`src/rtl/pipeline_ctrl.sv`:
```
// Pipeline hazard controller: per-stage stall vector, exception flush/redirect,
// and a stall watchdog with a saturating stalled-cycle counter.
module pipeline_ctrl #(
  parameter logic [31:0] EXC_VECTOR = 32'h0000_0020,
  parameter int          WDOG_LIMIT = 1024
) (
  input  logic        clk,
  input  logic        rst,
  input  logic        stallreq_from_if,
  input  logic        stallreq_from_id,
  input  logic        stallreq_from_ex,
  input  logic        stallreq_from_mem,
  input  logic [31:0] excepttype_i,
  input  logic [31:0] cp0_epc_i,
  input  logic        timeout_clr,
  output logic [5:0]  stall,
  output logic        flush,
  output logic [31:0] new_pc,
  output logic        stall_timeout,
  output logic [31:0] stall_cycles
);

  typedef enum logic {S_IDLE, S_RECOVER} state_t;

  localparam logic [15:0] RUN_MAX   = 16'(WDOG_LIMIT - 1);
  localparam logic [31:0] ERET_CODE = 32'h0000_000e;

  state_t      r_state;
  state_t      w_next;
  logic [5:0]  w_stall;
  logic        w_flush;
  logic [31:0] w_new_pc;
  logic        w_stalled;
  logic [15:0] r_run_len;
  logic        r_timeout;
  logic [31:0] r_stall_cycles;

  function automatic logic [31:0] sat_inc32(input logic [31:0] v);
    return (v == 32'hFFFF_FFFF) ? v : v + 32'd1;
  endfunction

  function automatic logic [15:0] sat_inc_run(input logic [15:0] v);
    return (v >= RUN_MAX) ? RUN_MAX : v + 16'd1;
  endfunction

  always_ff @(posedge clk or posedge rst) begin
    if (rst) r_state <= S_IDLE;
    else     r_state <= w_next;
  end

  // Exceptions are only honoured in IDLE; RECOVER masks them for one cycle.
  always_comb begin
    w_next   = r_state;
    w_flush  = 1'b0;
    w_stall  = 6'b000000;
    w_new_pc = 32'h0;
    if (r_state == S_IDLE && excepttype_i != 32'h0) begin
      w_flush  = 1'b1;
      w_next   = S_RECOVER;
      w_new_pc = (excepttype_i == ERET_CODE) ? cp0_epc_i : EXC_VECTOR;
    end else begin
      if (r_state == S_RECOVER) w_next = S_IDLE;
      if (stallreq_from_mem)      w_stall = 6'b011111;
      else if (stallreq_from_ex)  w_stall = 6'b001111;
      else if (stallreq_from_id)  w_stall = 6'b000111;
      else if (stallreq_from_if)  w_stall = 6'b000111;
    end
    if (rst) begin
      w_flush  = 1'b0;
      w_stall  = 6'b000000;
      w_new_pc = 32'h0;
    end
  end

  assign w_stalled = |w_stall;

  // Watchdog: the set condition takes precedence over a same-edge clear.
  always_ff @(posedge clk or posedge rst) begin
    if (rst) begin
      r_run_len      <= 16'd0;
      r_timeout      <= 1'b0;
      r_stall_cycles <= 32'd0;
    end else begin
      if (w_stalled) begin
        r_run_len      <= sat_inc_run(r_run_len);
        r_stall_cycles <= sat_inc32(r_stall_cycles);
      end else begin
        r_run_len      <= 16'd0;
      end
      if (w_stalled && r_run_len == RUN_MAX) r_timeout <= 1'b1;
      else if (timeout_clr)                  r_timeout <= 1'b0;
    end
  end

  assign stall         = w_stall;
  assign flush         = w_flush;
  assign new_pc        = w_new_pc;
  assign stall_timeout = r_timeout;
  assign stall_cycles  = r_stall_cycles;

endmodule
```
`config.mk`:
```
export PLATFORM = sky130hd
export DESIGN_NAME = pipeline_ctrl
export DESIGN_NICKNAME = d
export VERILOG_FILES = /design/src/rtl/pipeline_ctrl.sv
export SDC_FILE = /design/constraint.sdc
export NUM_CORES = 1
export LEC_CHECK = 0
export BUFFER_PORTS_ARGS = -buffer_cell sky130_fd_sc_hd__clkbuf_2
export CORE_UTILIZATION = 25
export CTS_CLUSTER_DIAMETER = 120
export CTS_CLUSTER_SIZE = 10
export DETAILED_ROUTE_END_ITERATION = 8
export PLACE_DENSITY_LB_ADDON = 0.12
export SLEW_MARGIN = 0
export SYNTH_ARGS = -nofsm -noshare
export SYNTH_HDL_FRONTEND = slang
export SYNTH_SLANG_ARGS = --single-unit
```
`constraint.sdc`:
```
create_clock -name clk -period 5.81 [get_ports clk]
set_clock_uncertainty 0.05 [all_clocks]
set_input_delay 0.581 -clock clk [delete_from_list [all_inputs] [get_ports clk]]
set_output_delay 0.581 -clock clk [all_outputs]
set_load 0.01 [all_outputs]
```
Word level (Yosys, flattened, before mapping)
Cells that the tools add are included.
{"block": "totals", "out_inout_bits": 72, "register_bits": 50, "wordCells": 33, "in_bits": 71}
{"block": "op_classes", "n_lt_le_gt_ge": 1, "muxes": 15, "n_reduce_logical": 6, "bitwise": 2, "n_eq_ne": 3, "add_sub_neg": 2}
{"cell": "2-to-1 mux 32 bit", "count": 3}
{"cell": "adder 32 x 1 -> 32 bit (second input constant)", "count": 1}
{"cell": "equality test 32 bit (second input constant)", "count": 1}
{"cell": "equality test 32 x 4 -> 1 bit (second input constant)", "count": 1}
{"cell": "2-to-1 mux 16 bit", "count": 2}
{"cell": "nonzero test 32 bit", "count": 1}
{"cell": "adder 16 x 1 -> 16 bit (second input constant)", "count": 1}
{"cell": "equality test 16 x 10 -> 1 bit (second input constant)", "count": 1}
{"cell": ">= comparator 16 x 10 -> 1 bit (second input constant)", "count": 1}
{"cell": "2-to-1 mux 5 bit", "count": 2}
{"cell": "2-to-1 mux 3 bit", "count": 2}
{"cell": "2-to-1 mux 6 bit", "count": 1}
{"cell": "OR reduction 6 bit", "count": 1}
{"cell": "2-to-1 mux 1 bit", "count": 4}
{"cell": "2-to-1 mux 4 bit", "count": 1}
{"cell": "logical AND 1 bit", "count": 2}
{"cell": "inverter 1 bit", "count": 2}
{"cell": "AND reduction 2 bit", "count": 1}
{"cell": "nonzero test 2 bit", "count": 1}

Depth between registers and ports, before layout
Gate-level depths: netlist of run 1.
{"block": "depth", "word_depth": 9, "depth_mapped": 7, "depth_no_buf": 7}

Least setup slack after synthesis of run 1
OpenSTA, ideal clock, no wires.
{"block": "synth_timing", "path_kind": "input to output", "from": "input port rst", "to": "output port new_pc[5]", "path_stages": 2, "t_arrival_ns": 1.993, "n_path_buf": 0, "setup_slack_ns": 3.186, "required_ns": 5.179, "path_cell_list": "inv_1 > and3_1"}
{"block": "synth_between", "elab_chain_len": 1}
{"element": "start, declared", "line_no": "8", "text": "input logic rst,"}
{"element": "2-to-1 mux 32 bit", "line_no": "68", "text": "if (rst) begin"}
{"element": "end, declared", "line_no": "18", "text": "output logic [31:0] new_pc,"}
Every way passes these cells.

Worst setup path in the final report of run 1
{"block": "layout_timing", "from": "input port excepttype_i[9]", "to": "output port stall[2]"}
{"block": "layout_between", "elab_chain_len": 4}
{"element": "start, declared", "line_no": "13", "text": "input logic [31:0] excepttype_i,"}
{"element": "nonzero test 32 bit", "line_no": "57", "text": "if (r_state == S_IDLE && excepttype_i != 32'h0) begin"}
{"element": "logical AND 1 bit", "line_no": "57"}
{"element": "2-to-1 mux 5 bit", "line_no": "57"}
{"element": "2-to-1 mux 6 bit", "line_no": "68"}
{"element": "end, declared", "line_no": "16", "text": "output logic [5:0] stall,"}
Every way passes these cells.

==> results.json, run 1 <==
{
  "outcome": "finished, final reports clean",
  "yosysWarnings": 0,
  "clk_pin_slew_ns": 0.09,
  "boundaryPins": 143,
  "synth_edf_count": 0,
  "max_freq_mhz": 345,
  "ir_drop_mv": 0.122,
  "fin_nets": 475,
  "avgSynthCellArea_sq_um": 10.0,
  "critPathCaptureType": "primary output",
  "postRouteAntennaNets": 0,
  "synth_cells": 258,
  "grt_pass1_wl_um": 11500,
  "power_leakage_nw": 1.78,
  "async_reset_ff_frac": 1.00,
  "gp_congestion": 0.771,
  "drc": 0,
  "syn_to_final_growth_pct": 36.5,
  "cp.required_ns": 5.18,
  "drtIter0Drc": 106,
  "dp_hpwl_um": 5580,
  "relSlewSlack": 0.155,
  "period_needed_ns": 2.90,
  "vias": 2343,
  "clk_latency_ns": 0.30,
  "max_cap_violations": 0,
  "floorplan.initialDensity": 0.261,
  "fin_tns_setup_ns": 0,
  "synth_area_sq_um": 2580,
  "fin_crit_sh": 0.499,
  "crit_type": "in -> out",
  "worstPathArrival_ns": 2.27,
  "cts_made_buffers": 5,
  "grt_setup_unrepaired": "no",
  "grt_max_degree": 51,
  "cts_hold_buf": 0,
  "cp_max_fo": 12,
  "synth_seq_area_share": 0.484,
  "setup_viol": 0,
  "cts_resized": 0,
  "synth_cell_type_count": 37,
  "cts_tree": "done",
  "grt_pass1_vias": 2237,
  "ys_ff_latch": 50,
  "diodes": 0,
  "synth_ff_type": "dfrtp_1",
  "numPortBuffers": 141,
  "drive_gt1_frac": 0.395,
  "cts_root_buffer": "clkbuf_8",
  "final_area_sq_um": 3530,
  "cts_setup_buffers": 0,
  "die_h_um": 104,
  "coreArea_sq_um": 9910,
  "worst_slew_pin_slew_ns": 1.27,
  "overflow": 0,
  "finalHoldViolCount": 0,
  "start_kind": "input pin",
  "die_area_sq_um": 10700,
  "antenna_found_initial": 0,
  "std_cell_rows": 36,
  "h-tree-depth": 2,
  "dpl_cell_area_sq_um": 3430,
  "firstDrtPassIters": 4,
  "cts_max_path_buffers": 2,
  "fp.dieW_um": 104,
  "clkSinkCount": 50,
  "pwr_density_cell_nw_per_um2": 204,
  "maxSlewViolCount": 0,
  "hp-class": "in -> reg",
  "wl_per_cell_um": 13.3,
  "viasPerCell": 4.37,
  "totalWireLength_um": 7130,
  "layout_setup_ws_ns": 2.91,
  "grt.total_usage": 0.136,
  "preCtsSetupSlack_ns": 2.65
}
through the flow:
stage | utilization | total power, mW | cells | hold slack [ns]
floorplan | - | 0.462 | 264 | 0.401
global placement | 0.347 | 0.518 | 528 | 0.427
detailed placement | 0.347 | 0.519 | 528 | 0.429
CTS | 0.356 | 0.731 | 536 | 0.395
global route | 0.356 | 0.763 | 536 | 0.395
finish | 0.356 | 0.719 | 536 | 0.402
worst paths after layout:
kind,start,endpoint,slack (ns),cells after the start
max,excepttype_i[9],stall[2],2.91,7
min,timeout_clr,stall_timeout$_DFFE_PP0P_,0.40,2
max reg2reg,stall_cycles[0]$_DFFE_PP0P_,stall_cycles[22]$_DFFE_PP0P_,3.30,6
min reg2reg,r_run_len[0]$_DFF_PP0_,r_run_len[0]$_DFF_PP0_,0.44,1
max in group asynchronous,rst,r_run_len[4]$_DFF_PP0_,4.78,3
min in group asynchronous,rst,stall_cycles[25]$_DFFE_PP0P_,0.49,3
cell type report:
type,instances,area (sq um)
Fill cell,1053,6380
Multi-Input combinational cell,196,1270
Sequential cell,50,1250
Timing Repair Buffer,143,721
Tap cell,133,166
Clock buffer,7,86.3
Inverter,6,22.5
Clock inverter,1,5.00
cell families (layout without fill, tap and decap cells):
| kind of cell | Yosys count | after routing | share of synthesized area |
|---|---|---|---|
| AO/OA/AOI/OAI | 16 | 16 | 0.0397 |
| adder cells (fa/ha/maj) | 2 | 2 | 0.00969 |
| buffers and inverters | 18 | 157 | 0.0344 |
| multiplexers | 2 | 2 | 0.0102 |
| flip-flops | 50 | 50 | 0.484 |
| XOR/XNOR | 38 | 38 | 0.129 |
| AND/OR/NAND/NOR | 131 | 131 | 0.291 |
| other | 1 | 7 | 0.00145 |
synth_stat cells (2+ instances only):
cell type / number / area [sq um]
nand4_1: 16 / 100
and4_1: 3 / 26.3
clkbuf_1: 6 / 22.5
xor2_1: 7 / 61.3
nor4_1: 8 / 50.1
dfrtp_1: 50 / 1250
and2_1: 34 / 213
nor3_1: 4 / 20.0
nand2_1: 12 / 45.0
inv_1: 5 / 18.8
buf_4: 3 / 22.5
ha_1: 2 / 25.0
a21oi_1: 10 / 50.1
buf_2: 2 / 10.0
nand3_1: 22 / 110
and3_1: 10 / 62.6
nor2_1: 14 / 52.6
xnor2_1: 31 / 272
metal layers:
metal	vias up	global-route usage	share of wire
met2	100	0.254	0.53
met4	0	0.0373	0.011
met1	1069	0.158	0.41
met5	-	0	0
li1	1169	-	-
met3	5	0.0227	0.053
where the power goes:
part           switching (mW)  total [mW]  internal (mW)
registers              0.0276       0.397          0.369
logic                  0.0554       0.114         0.0583
clock network           0.112       0.209         0.0963
total                   0.195       0.719          0.524
state kept, by name (all words and copies together), names as in the netlist:
name / flops
stall_cycles: 32
r_run_len: 16
r_state: 1
stall_timeout: 1
critical path, cell delays in order:
cell and delay (ns):
clkbuf_2 0.08, nor4_1 0.28, nand4_1 0.18, o31a_1 0.42
or3_4 0.47, inv_2 0.11, clkbuf_2 0.13
cells in the final DEF (no fill, tap or decap), drive strengths merged:
cell type	instances
a31oi	1
mux2	2
nor2	14
xor2	7
nor3b	1
buf	2
conb	7
or4	1
inv	6
nor4	8
nand2	12
o41ai	1
o21ai	1
and4	3
nand4	17
xnor2	31
a211oi	1
o31a	1
o32ai	1
nor4b	1
nor3	4
ha	2
dfrtp	50
or3	2
clkinv	1
clkbuf	148
nand3	22
and3	10
nor2b	1
nand4b	1
a21oi	10
and2	34
Power figures use the tool's default switching activity.
==> run 2, diff against run 1 <==
==> constraint.sdc (replaced) <==
create_clock -name clk -period 2.7 [get_ports clk]
set_clock_uncertainty 0.05 [all_clocks]
set_input_delay 0.27 -clock clk [delete_from_list [all_inputs] [get_ports clk]]
set_output_delay 0.27 -clock clk [all_outputs]
set_load 0.01 [all_outputs]
==> run 2 against run 1 <==
Compared with the run above: clock-buffer cell count decreased by 1; worst setup slack got worse by 2.6 ns; largest power group unchanged; register-to-register slack got worse by 3.0 ns; die area stayed put; first-iteration DRC count decreased by 31%; global-route usage rose by 0.66 points; worst hold slack lost 0.30 ns; sequential share of layout area is 0.61 points lower; non-clock buffer count up 6; largest cell class unchanged; critical path depth decreased by 1.
==> results.json, run 2 (synthesis results as in run 1) <==
{
  "outcome": "finished, final reports clean",
  "dp_hpwl_um": 5840,
  "totalWireLength_um": 7270,
  "critPathMaxStageDelay_ns": 0.59,
  "floorplan.initialDensity": 0.261,
  "grt_pass1_wl_um": 12000,
  "pwr_density_cell_nw_per_um2": 436,
  "grt_setup_unrepaired": "no",
  "worstPathArrival_ns": 2.53,
  "firstDrtPassIters": 4,
  "ff2ff_path_depth": 6,
  "path_cells": "nand4_1 > or4_4 > o41ai_2 > nor2_2 > buf_12 > mux2_4",
  "cts_tree": "done",
  "r2r_start": "stall_cycles[14]$_DFFE_PP0P_",
  "numPortBuffers": 141,
  "boundaryPins": 143,
  "cts_hold_buf": 0,
  "setup_viol": 0,
  "vias": 2383,
  "power_leakage_nw": 1.81,
  "ff2ff_setup_slack_ns": 0.31,
  "clk_latency_ns": 0.30,
  "worst_hold_slack_ns": 0.100,
  "largest_reg_flops": 32,
  "grt.total_usage": 0.142,
  "fin_crit_sh": 0.883,
  "p_clk_frac": 0.293,
  "gp_congestion": 0.799,
  "relSlewSlack": 0.565,
  "max_cap_violations": 0,
  "final_cell_mix": "141 x clkbuf_2, 50 x dfrtp_1, 34 x and2_1",
  "overflow": 0,
  "fin_nets": 481,
  "cts_root_buffer": "clkbuf_8",
  "cts_made_buffers": 5,
  "drtIter0Drc": 73,
  "worst_slew_pin_slew_ns": 0.652,
  "clkSinkCount": 50,
  "drive_gt1_frac": 0.406,
  "maxSlewViolCount": 0,
  "grt_max_degree": 51,
  "viasPerCell": 4.40,
  "cts_resized": 0,
  "critPathCaptureType": "flip-flop",
  "start_kind": "flip-flop",
  "holdPathStages": 2,
  "antenna_found_initial": 0,
  "cts_setup_buffers": 0,
  "fin_tns_setup_ns": 0,
  "startpoint": "stall_cycles[14]$_DFFE_PP0P_",
  "cts_max_path_buffers": 2,
  "std_cell_rows": 36,
  "min_from": "timeout_clr",
  "cpMaxStageDelayCell": "or4_4",
  "fp.dieW_um": 104,
  "p_switching_mw": 0.433,
  "period_needed_ns": 2.39,
  "wl_per_cell_um": 13.4,
  "drc": 0,
  "max_freq_mhz": 419,
  "syn_to_final_growth_pct": 38.9,
  "clk_pin_slew_ns": 0.09,
  "swShare": 0.277,
  "hp-class": "in -> reg",
  "pwr-share-comb": 0.161,
  "cp_max_fo": 19,
  "diodes": 0,
  "ir_drop_mv": 0.238,
  "cp.required_ns": 2.84,
  "coreArea_sq_um": 9910,
  "grt_pass1_vias": 2421,
  "postRouteAntennaNets": 0,
  "crit_type": "reg -> reg",
  "die_area_sq_um": 10700,
  "die_h_um": 104,
  "internal-power_mw": 1.13,
  "layout_commonest_cell": "clkbuf_2",
  "h-tree-depth": 2,
  "p_seq_frac": 0.545,
  "finalHoldViolCount": 0
}
-- run 2: cell types whose count changed in the layout (fill, tap and decap cells not counted) --
cell | previous run | this run
buf_12 | 0 | 1
buf_4 | 2 | 7
clkbuf_1 | 1 | 0
clkinvlp_4 | 0 | 1
-- run 2: power groups by stage --
| stage | Sequential (mW) | Combinational, mW | Clock, mW |
|---|---|---|---|
| after floorplan | 0.872 | 0.122 | 0 |
| after global placement | 0.866 | 0.252 | 0 |
| after detailed placement | 0.866 | 0.255 | 0 |
| after CTS | 0.851 | 0.258 | 0.482 |
| after global routing | 0.864 | 0.287 | 0.513 |
| final | 0.852 | 0.252 | 0.459 |
-- run 2: critical path: cells and delay by family (launching register included) --
kind	cells	cell delay, ns
simple gates	3	0.97
flops	1	0.41
compound gates	1	0.35
mux	1	0.29
buf+inv	1	0.20
-- run 2: path summary, 6_finish.rpt --
| kind | endpoint |
|---|---|
| setup / recovery | stall_cycles[1]$_DFFE_PP0P_ |
| hold / removal | stall_timeout$_DFFE_PP0P_ |
| setup reg to reg | stall_cycles[1]$_DFFE_PP0P_ |
| hold reg to reg | r_run_len[0]$_DFF_PP0_ |
| max in group asynchronous | stall_cycles[19]$_DFFE_PP0P_ |
| min in group asynchronous | r_state$_DFF_PP0_ |
-- run 2: layer usage --
metal / GRT usage / vias to the layer above / wire length (um)
li1: - / 1185 / -
met1: 0.156 / 1092 / 2750
met2: 0.271 / 102 / 3940
met3: 0.0321 / 4 / 500
met5: 0 / - / 0
met4: 0.0404 / 0 / 72
-- run 2: metrics by stage --
step	cell area (sq um)	power [mW]	std cells	utilization	setup slack (ns)
2_1_floorplan	2610	0.994	264	-	0.581
3_3_place_gp	3490	1.12	534	0.352	0.275
3_5_place_dp	3490	1.12	534	0.352	0.240
4_1_cts	3590	1.59	542	0.362	0.275
5_1_grt	3590	1.66	542	0.362	0.136
6_report	3590	1.56	542	0.362	0.315
-- run 2: layout make-up --
class                           count  area [sq um]
Clock inverter                      2          12.5
Fill cell                        1086          6320
Multi-Input combinational cell    196          1270
Tap cell                          133           166
Inverter                            6          22.5
Clock buffer                        6          82.6
Sequential cell                    50          1250
Timing Repair Buffer              149           778
==> run 3, diff against run 2 <==
--- a/config.mk
+++ b/config.mk
@@ -5,7 +5,9 @@
 export SDC_FILE = /design/constraint.sdc
 export NUM_CORES = 1
 export LEC_CHECK = 0
+export ABC_AREA = 1
 export BUFFER_PORTS_ARGS = -buffer_cell sky130_fd_sc_hd__clkbuf_2
+export CAP_MARGIN = 5
 export CORE_UTILIZATION = 25
 export CTS_CLUSTER_DIAMETER = 120
 export CTS_CLUSTER_SIZE = 10
==> run 3 against run 2 <==
Compared with the run above: the flow now finishes with violations (DRC); via count grew 65%; fmax grew 9.2%; final area grew 28%; critical path type unchanged; first-iteration DRC count grew 140%; synthesized cell count grew 120%; worst setup slack gained 0.20 ns; critical path depth grew 4; flip-flop and latch count is the same; combinational power grew 17%; clock power grew 58%; core utilization shrank 2.9 points; routed wire length grew 52%.
==> results.json, run 3 <==
{
  "dp_hpwl_um": 9100,
  "register_area_sq_um": 1250,
  "fp.dieW_um": 121,
  "floorplan.initialDensity": 0.255,
  "max_cap_violations": 0,
  "rr_endpoint": "stall_cycles[11]$_DFFE_PP0P_",
  "dpl_cell_area_sq_um": 4430,
  "fin_tns_setup_ns": 0,
  "hp-class": "in -> async",
  "synth_most_common_cell": "nand2_1",
  "cts_tree": "done",
  "cpMaxStageDelayCell": "dfrtp_1",
  "maxSlewViolCount": 0,
  "p_seq_frac": 0.452,
  "path_cells": "ha_1 > nand2_2 > nor2_4 > nand2_4 > nor2_4 > nand2_2 > nand3_2 > buf_12 > nand2_1 > nand2_1",
  "grt_pass1_vias": 3836,
  "vias": 3925,
  "diodes": 0,
  "worst_slew_pin_slew_ns": 0.557,
  "overflow": 0,
  "die_area_sq_um": 14600,
  "synth_cells": 560,
  "grt.total_usage": 0.159,
  "cp_max_fo": 20,
  "ys_ff_latch": 50,
  "synth_top_area_frac": 0.355,
  "p_clk_frac": 0.390,
  "totalWireLength_um": 11100,
  "fin_crit_sh": 0.809,
  "synth_seq_area_share": 0.355,
  "relSlewSlack": 0.627,
  "std_cell_rows": 43,
  "start_kind": "flip-flop",
  "antenna_found_initial": 0,
  "viasPerCell": 4.46,
  "critPathMaxStageDelay_ns": 0.52,
  "final_cell_mix": "234 x nand2_1, 141 x clkbuf_2, 123 x nor2_1",
  "firstDrtPassIters": 6,
  "swShare": 0.264,
  "drive_gt1_frac": 0.243,
  "largest_reg_flops": 32,
  "finalHoldViolCount": 0,
  "cp.required_ns": 2.88,
  "cts_resized": 0,
  "r2r_start": "stall_cycles[0]$_DFFE_PP0P_",
  "synth_area_sq_um": 3530,
  "cts_setup_buffers": 0,
  "numPortBuffers": 141,
  "cp-endpoint": "stall_cycles[11]$_DFFE_PP0P_",
  "cts_max_path_buffers": 2,
  "cts_hold_buf": 0,
  "grt-busiest-layer": "met2",
  "async_reset_ff_frac": 1.00,
  "setup_viol": 0,
  "gr-usage-met3": 0.0255,
  "clkSinkCount": 50,
  "fillers": 1502,
  "layout_commonest_cell": "nand2_1",
  "synth_cell_type_count": 26,
  "h-tree-depth": 2,
  "syn_to_final_growth_pct": 30.4,
  "multi_input_area_sq_um": 2060,
  "critPathCaptureType": "flip-flop",
  "postRouteAntennaNets": 0,
  "ff2ff_setup_slack_ns": 0.52,
  "die_h_um": 121,
  "avgSynthCellArea_sq_um": 6.30,
  "drtIter0Drc": 172,
  "synth_ff_type": "dfrtp_1",
  "grt_pass1_wl_um": 18300,
  "period_needed_ns": 2.18,
  "ys_top_cells_by_count": "234 x nand2_1, 123 x nor2_1, 50 x dfrtp_1, 34 x nand4_1, 27 x inv_1",
  "gp_congestion": 1.04,
  "cts_root_buffer": "clkbuf_16",
  "startpoint": "stall_cycles[0]$_DFFE_PP0P_",
  "ir_drop_mv": 0.213,
  "clk_latency_ns": 0.29,
  "fin_nets": 774,
  "grt_setup_unrepaired": "no",
  "gr-usage-met2": 0.290,
  "coreArea_sq_um": 13800,
  "violations": "DRC",
  "final_area_sq_um": 4600,
  "yosys-top-cells-area": "dfrtp_1 35%, nand2_1 25%, nor2_1 13%",
  "grt_max_degree": 34,
  "met1_usage": 0.187,
  "ff2ff_path_depth": 10,
  "worstPathArrival_ns": 2.36,
  "outcome": "finished, violations left",
  "synth_edf_count": 0,
  "wl_per_cell_um": 12.6,
  "yosysWarnings": 0,
  "internal-power_mw": 1.37,
  "boundaryPins": 143,
  "crit_type": "reg -> reg",
  "max_freq_mhz": 458,
  "clk_pin_slew_ns": 0.06,
  "drc": 2,
  "p_switching_mw": 0.492,
  "power_leakage_nw": 2.32,
  "pwr_density_cell_nw_per_um2": 405,
  "pwr-share-comb": 0.158,
  "cts_made_buffers": 5,
  "yosys.area.top_type": "dfrtp_1"
}
[run 3: changes by cell type after synthesis, moves of 4 or more]
cell	change
nor2_1	+109
buf_2	+10
nand3b_1	+13
nor4_1	-8
a21oi_1	-4
and2_1	-34
nand2_1	+222
and3_1	-10
xnor2_1	-24
nand4_1	+18
o21ai_0	+6
nand3_1	-14
inv_1	+22
[run 3: kinds of logic after synthesis]
group / synth area share
xor gates and xnor gates: 0.0372
other: 0.00106
adders and majority gates: 0.00709
buffers and inverters: 0.0681
AOI/OAI and AO/OA: 0.0231
DFF: 0.355
and+or+nand+nor: 0.509
[run 3: final cells by class]
type | instances | share of cell area
clock inverters | 1 | 0.00653
multi-input cells | 465 | 0.448
repair buffers | 150 | 0.171
clock buffers | 6 | 0.0302
well taps | 180 | 0.0490
inverters | 29 | 0.0237
flip-flops and latches | 50 | 0.272
[run 3: worst min path at each step]
stage,from,end,slack (ns)
after floorplan,timeout_clr,stall_timeout$_DFFE_PP0P_,0.36
after global routing,rst,r_state$_DFF_PP0_,0.11
after detailed placement,rst,r_state$_DFF_PP0_,0.41
after CTS,rst,r_state$_DFF_PP0_,0.09
final,rst,r_state$_DFF_PP0_,0.06
after global placement,rst,r_state$_DFF_PP0_,0.40
[run 3: stage by stage]
| stage | util | instances | worst slack [ns] | power, mW | hold WS [ns] |
|---|---|---|---|---|---|
| finish | 0.333 | 881 | 0.515 | 1.86 | 0.0634 |
| global route | 0.333 | 881 | 0.302 | 1.96 | 0.114 |
| CTS | 0.333 | 881 | 0.487 | 1.89 | 0.0920 |
| detailed placement | 0.320 | 874 | 0.511 | 1.16 | 0.407 |
| global placement | 0.320 | 874 | 0.506 | 1.15 | 0.398 |
| floorplan | - | 566 | 0.0748 | 1.02 | 0.364 |
[run 3: critical path, delay by kind of cell, from the launching register on]
family,cells,cell delay (ns)
AND/OR/NAND/NOR,8,0.99
flip-flops,1,0.52
adder cells (fa/ha/maj),1,0.35
buffers and inverters,1,0.20
[run 3: routing by layer]
metal | up-vias | routed length (um)
met5 | - | 0
li1 | 2029 | -
met3 | 12 | 526
met2 | 132 | 5480
met4 | 0 | 259
met1 | 1752 | 4800
[run 3: power groups by stage]
stage	combinational, mW	clock, mW	sequential [mW]
after floorplan	0.164	0	0.858
after global routing	0.336	0.772	0.852
after CTS	0.300	0.750	0.843
after detailed placement	0.300	0	0.856
final	0.295	0.725	0.842
after global placement	0.299	0	0.856
